**config.mk**
```make
export PLATFORM = sky130hd
export DESIGN_NAME = ahb_gpio_bank
export DESIGN_NICKNAME = d
export VERILOG_FILES = /design/src/rtl/ahb_gpio_bank.sv
export SDC_FILE = /design/constraint.sdc
export NUM_CORES = 1
export LEC_CHECK = 0
export CAP_MARGIN = 20
export CORE_UTILIZATION = 55
export CTS_CLUSTER_DIAMETER = 80
export DETAILED_ROUTE_END_ITERATION = 12
export DONT_BUFFER_PORTS = 1
export GPL_ROUTABILITY_DRIVEN = 1
export PLACE_DENSITY = 0.78
export SLEW_MARGIN = 20
export SYNTH_ARGS = -nofsm -noshare
export SYNTH_HDL_FRONTEND = slang
export SYNTH_SLANG_ARGS = --single-unit
```
**constraint.sdc**
```tcl
create_clock -name HCLK -period 4.1 [get_ports HCLK]
set_input_delay 1.025 -clock HCLK [delete_from_list [all_inputs] [get_ports HCLK]]
set_output_delay 1.025 -clock HCLK [all_outputs]
set_load 0.03 [all_outputs]
```
**src/rtl/ahb_gpio_bank.sv**
```systemverilog
// AHB-lite GPIO bank: NPORTS 8-bit ports with synchronised inputs, per-pin
// edge capture into write-one-to-clear status, and one masked interrupt per port.
module ahb_gpio_bank #(
    parameter int         NPORTS      = 8,
    parameter int         SYNC_STAGES = 2,
    parameter logic [7:0] OEB_RESET   = 8'hFF
) (
    input  logic                HCLK,
    input  logic                HRESETn,
    input  logic                HSEL,
    input  logic [31:0]         HADDR,
    input  logic [31:0]         HWDATA,
    input  logic                HREADY,
    input  logic                HWRITE,
    input  logic [1:0]          HTRANS,
    input  logic [2:0]          HSIZE,
    output logic [31:0]         HRDATA,
    output logic                HREADYOUT,
    input  logic [8*NPORTS-1:0] gpio_in,
    output logic [8*NPORTS-1:0] gpio_out,
    output logic [8*NPORTS-1:0] gpio_oeb,
    output logic [NPORTS-1:0]   port_irq
);

    localparam int         W        = 8 * NPORTS;
    localparam logic [2:0] ARM_LAST = 3'(SYNC_STAGES + 1);

    localparam logic [2:0] OFF_OUT  = 3'd0;
    localparam logic [2:0] OFF_OEB  = 3'd1;
    localparam logic [2:0] OFF_IN   = 3'd2;
    localparam logic [2:0] OFF_IE   = 3'd3;
    localparam logic [2:0] OFF_POL  = 3'd4;
    localparam logic [2:0] OFF_STAT = 3'd5;
    localparam logic [2:0] OFF_SET  = 3'd6;
    localparam logic [2:0] OFF_CLR  = 3'd7;

    logic                          ap_valid_d, ap_valid_q;
    logic                          ap_write_d, ap_write_q;
    logic [8:0]                    ap_addr_d,  ap_addr_q;
    logic [W-1:0]                  out_d,  out_q;
    logic [W-1:0]                  oeb_d,  oeb_q;
    logic [W-1:0]                  ie_d,   ie_q;
    logic [W-1:0]                  pol_d,  pol_q;
    logic [W-1:0]                  stat_d, stat_q;
    logic [W-1:0]                  prev_d, prev_q;
    logic [SYNC_STAGES-1:0][W-1:0] sync_d, sync_q;
    logic [2:0]                    arm_cnt_d, arm_cnt_q;

    logic [3:0]        port_idx;
    logic [2:0]        reg_off;
    logic [NPORTS-1:0] port_hit;
    logic              wr_en;
    logic              rd_en;
    logic              armed;
    logic [7:0]        wdata;
    logic [7:0]        rdata;
    logic [W-1:0]      in_sync;
    logic [W-1:0]      edge_hit;
    logic [W-1:0]      w1c_mask;
    logic              unused_bits;

    assign unused_bits = ^{HSIZE, HADDR[31:9], HADDR[1:0], HWDATA[31:8], HTRANS[0]};

    assign port_idx  = ap_addr_q[8:5];
    assign reg_off   = ap_addr_q[4:2];
    assign wr_en     = ap_valid_q & ap_write_q;
    assign rd_en     = ap_valid_q & ~ap_write_q;
    assign wdata     = HWDATA[7:0];
    assign in_sync   = sync_q[SYNC_STAGES-1];
    assign armed     = (arm_cnt_q == ARM_LAST);
    assign HREADYOUT = 1'b1;
    assign HRDATA    = {24'd0, rdata};
    assign gpio_out  = out_q;
    assign gpio_oeb  = oeb_q;

    always_comb begin
        ap_valid_d = HSEL & HREADY & HTRANS[1];
        ap_write_d = ap_valid_d ? HWRITE : ap_write_q;
        ap_addr_d  = ap_valid_d ? HADDR[8:0] : ap_addr_q;
        for (int p = 0; p < NPORTS; p++) begin
            port_hit[p] = (port_idx == 4'(p));
        end
    end

    always_comb begin
        out_d    = out_q;
        oeb_d    = oeb_q;
        ie_d     = ie_q;
        pol_d    = pol_q;
        w1c_mask = '0;
        for (int p = 0; p < NPORTS; p++) begin
            if (wr_en && port_hit[p]) begin
                case (reg_off)
                    OFF_OUT:  out_d[8*p +: 8]    = wdata;
                    OFF_OEB:  oeb_d[8*p +: 8]    = wdata;
                    OFF_IE:   ie_d[8*p +: 8]     = wdata;
                    OFF_POL:  pol_d[8*p +: 8]    = wdata;
                    OFF_STAT: w1c_mask[8*p +: 8] = wdata;
                    OFF_SET:  out_d[8*p +: 8]    = out_q[8*p +: 8] | wdata;
                    OFF_CLR:  out_d[8*p +: 8]    = out_q[8*p +: 8] & ~wdata;
                    default:  ;
                endcase
            end
        end
    end

    // A fresh edge beats a simultaneous W1C of the same bit.
    always_comb begin
        sync_d    = {sync_q[SYNC_STAGES-2:0], gpio_in};
        prev_d    = in_sync;
        arm_cnt_d = armed ? arm_cnt_q : arm_cnt_q + 3'd1;
        edge_hit  = armed ? ((pol_q & in_sync & ~prev_q) | (~pol_q & ~in_sync & prev_q)) : '0;
        stat_d    = (stat_q & ~w1c_mask) | edge_hit;
    end

    always_comb begin
        rdata = '0;
        for (int p = 0; p < NPORTS; p++) begin
            if (rd_en && port_hit[p]) begin
                case (reg_off)
                    OFF_OUT:  rdata = out_q[8*p +: 8];
                    OFF_OEB:  rdata = oeb_q[8*p +: 8];
                    OFF_IN:   rdata = in_sync[8*p +: 8];
                    OFF_IE:   rdata = ie_q[8*p +: 8];
                    OFF_POL:  rdata = pol_q[8*p +: 8];
                    OFF_STAT: rdata = stat_q[8*p +: 8];
                    default:  rdata = '0;
                endcase
            end
        end
    end

    always_comb begin
        for (int p = 0; p < NPORTS; p++) begin
            port_irq[p] = |(stat_q[8*p +: 8] & ie_q[8*p +: 8]);
        end
    end

    always_ff @(posedge HCLK or negedge HRESETn) begin
        if (!HRESETn) begin
            ap_valid_q <= 1'b0;
            ap_write_q <= 1'b0;
            ap_addr_q  <= '0;
            out_q      <= '0;
            oeb_q      <= {NPORTS{OEB_RESET}};
            ie_q       <= '0;
            pol_q      <= '0;
            stat_q     <= '0;
            prev_q     <= '0;
            sync_q     <= '0;
            arm_cnt_q  <= '0;
        end else begin
            ap_valid_q <= ap_valid_d;
            ap_write_q <= ap_write_d;
            ap_addr_q  <= ap_addr_d;
            out_q      <= out_d;
            oeb_q      <= oeb_d;
            ie_q       <= ie_d;
            pol_q      <= pol_d;
            stat_q     <= stat_d;
            prev_q     <= prev_d;
            sync_q     <= sync_d;
            arm_cnt_q  <= arm_cnt_d;
        end
    end

endmodule

```
==> impl_metrics.csv <==
group,metric,value,unit
status,status,"finished with violations",
status,violations,"slew limit, setup timing",
worst_hold_path,hp-class,"in2async",
timing,timing.fmax,0.238,GHz
yosys,yosys.area_share.simple,9.98,%
clock_network,htreeDepth,2,
critical_path,cp_data_arrival_time,3.18,ns
power,seq_power_share,44.2,%
power,p_leak,0.0111,uW
cells_and_area,drive_gt1_share,27.2,%
yosys,yosysMostFrequentCell,"dfrtp_1",
timing,timing.final.crit_share,103,%
critical_path,cp_num_buf_inv,5,
clock_network,clk_pin_slew,0.07,ns
critical_path,reg2reg_from,"ap_addr_q[3]",
power,swShare,28.9,%
yosys,synth_compound_area_share,13.7,%
yosys,async_reset_ff_share,100,%
clock_network,root_buffer,"clkbuf_16",
route,vias,17800,
yosys,synth-seq-area-share,58.0,%
grt,first_global_vias,17000,
yosys,synth_area_leader_cell,"dfrtp_1",
timing,tightest_slew,2.03,ns
yosys,synth-seq-cells,524,
critical_path,setup.worst_path.class,"reg2out",
timing,final_max_slew_viol_count,234,
place,placed_area,0.0235,sq mm
yosys,synth_adder_area_share,0.110,%
critical_path,critPathCapture,"HRDATA[4]",
power,power_switching,3850,uW
route,finalWirelength,76400,um
die,initial_utilization,55.7,%
route,firstDrtPassIters,6,
timing,fin_skew,0.0126,ns
timing,setup_violations,5,
critical_path,ff2ff_setup_slack,1.28,ns
cells_and_area,fill_cells,2981,
yosys,syn_area_per_cell,11.3,sq um
place,pre_cts_slack,0.402,ns
die,core_area,0.0408,sq mm
cells_and_area,nNetsFinal,2197,
critical_path,slowest_delay,0.49,ns
die,die_h,205,um
yosys,synth_common_cells,"dfrtp_1 (460), nand2_1 (334), mux2_2 (222)",
yosys,ys_types,68,
critical_path,worst-path-max-fanout,14,
clock_network,clock_sinks,524,
power,combinationalPowerShare,16.0,%
route,drc,0,
cells_and_area,utilization,63.9,%
grt,grt_usage,35.6,%
critical_path,reg2reg_depth,7,
yosys,synth_xor_area_share,0.0385,%
critical_path,path_common_cell,"nand4_1",
grt,grt_pass1_wl,109000,um
grt,grt_overflow,0,
clock_network,hold_buffers,0,
route,ant_nets,0,
yosys,ys.flop_type,"dfrtp_1",
flow_run,drv_cap,0,
critical_path,cp_data_required_time,3.07,ns
place,hpwlAfterDp,48100,um
power,intPower,9500,uW
yosys,synth_top_family_by_area,"multiplexers",
critical_path,cp-start-kind,"flop",
clock_network,tritoncts,"yes",
route,drtIter0Drc,2704,
yosys,yosysWarningCount,0,
die,rows,74,
timing,grt_setup_unrepaired,"yes",
yosys,synth.top_cell.area_share,50.6,%
timing,setup_ws,-0.105,ns
yosys,synthCells,2012,
clock_network,cts_buffers,54,
power,ir_drop,362,uV
die,die-width,205,um
cells_and_area,postLayoutCellArea,0.0261,sq mm
critical_path,crit_family,"buffers and inverters",
critical_path,path_cells,"buf_12 -> clkbuf_16 -> inv_1 -> buf_8 -> a221oi_1 -> o21ai_1 -> nand4_1 -> nand4_1 -> buf_4",
critical_path,slowest_stage,"dfrtp_4",
place,gp_congestion,0.989,
die,io_pins,307,
power,power,13300,uW
timing,relSlewSlack,-35.1,%
power,power_density,512,mW/mm^2
critical_path,r2r-end,"gpio_out[10]",
route,wl_per_cell,29.0,um
yosys,synth_mux_area_share,15.0,%
critical_path,endpoint_kind,"primary output",
cells_and_area,syn_to_final_growth,14.6,%
yosys,synthTopCellsByArea,"dfrtp_1 (51%), mux2_2 (11%), dfstp_2 (7.4%)",
timing,finalHoldViolations,0,
clock_network,clk_latency,0.61,ns
timing,hold_slack,0.159,ns
clock_network,clk_path_buf_depth,3,
yosys,synth_edf_count,0,
critical_path,worst_setup_path_startpoint,"ap_addr_q[3]",
grt,grt_max_degree,525,
timing,period_minus_slack,4.20,ns
grt,antenna_found_initial,6,
power,power_frac_clock,39.8,%
place,port_buffers,0,
die,die-area,0.0422,sq mm
critical_path,cp.depth,9,
yosys,netlist_area,0.0228,sq mm
route,vias_per_cell,6.75,
area by class of cell:
class                      count  area (sq um)  share of cell area, %
clock buffer                  76          1570                   6.00
tap                          532           666                   2.55
timing repair buffer          97          1060                   4.05
inverter                       6          22.5                 0.0863
clock inverter                24           358                   1.37
multi-input combinational   1374          9200                   35.3
antenna                        3          7.51                 0.0288
sequential                   524         13200                   50.6
worst min path at each step:
| stage | slack (ns) | end | startpoint |
|---|---|---|---|
| 3_3_place_gp | 0.33 | in_sync[36] | sync_d[100] |
| 5_1_grt | 0.14 | in_sync[58] | HRESETn |
| 2_1_floorplan | 0.33 | in_sync[0] | sync_d[64] |
| 4_1_cts | 0.12 | in_sync[58] | HRESETn |
| 3_5_place_dp | 0.33 | in_sync[25] | sync_d[89] |
| 6_report | 0.16 | sync_d[121] | HRESETn |
power by group through the flow:
stage / sequential (uW) / clock (uW) / combinational (uW)
5_1_grt: 5930 / 5560 / 2170
2_1_floorplan: 5850 / 0 / 1190
3_5_place_dp: 6000 / 0 / 1720
3_3_place_gp: 5990 / 0 / 1690
4_1_cts: 5900 / 5330 / 1850
6_report: 5900 / 5310 / 2140
flip-flops by register name, indices dropped and copies added (netlist names):
name	flops
prev_q	64
ie_q	64
gpio_out	64
ap_addr_q	7
pol_q	64
ap_write_q	1
stat_q	64
in_sync	64
gpio_oeb	64
ap_valid_q	1
arm_cnt_q	3
sync_d	64
routing by layer:
metal / up-vias / wire, um / GRT usage (%)
li1: 7223 / - / -
met1: 8694 / 27100 / 46.3
met2: 1495 / 32500 / 50.2
met3: 362 / 11300 / 12.8
met4: 6 / 5420 / 22.9
met5: - / 41 / 1.19
cell usage in the layout, fill, tap and decap left out, drive strengths merged, types with 6 or more instances in the layout:
cell type and count:
clkinv 11, bufinv 9, o22ai 10, nor2 135, inv 8, mux2 230, nor3 9, mux4 11
nor2b 6, a211oi 6, nand3 9, mux2i 58, a221o 12, a22o 6, nand2 335, buf 92
dfstp 64, a21oi 176, clkbuf 79, conb 25, dfrtp 460, a221oi 18, o21ai 171, nand4 10
o221ai 16, a22oi 74
per-stage QoR:
step	setup TNS, ns	instances
floorplan	0	2035
global placement	0	2508
detailed placement	0	2508
CTS	-0.0142	2620
global route	-0.164	2634
finish	-0.238	2636
kinds of logic after synthesis:
family,after synthesis
compound gates,515
xor+xnor,1
fa+ha+maj,2
buf+inv,137
flops,524
mux,299
other cells,2
simple gates,532
timing repair:
action | 4_1_cts | 5_1_grt
pin swaps | 6 | 20
setup endpoints to repair | 8 | 8
gates resized for setup | 25 | 58
cloned | 2 | 3
setup buffers | 10 | 10
No activity file was read; power rests on OpenSTA's default activity.
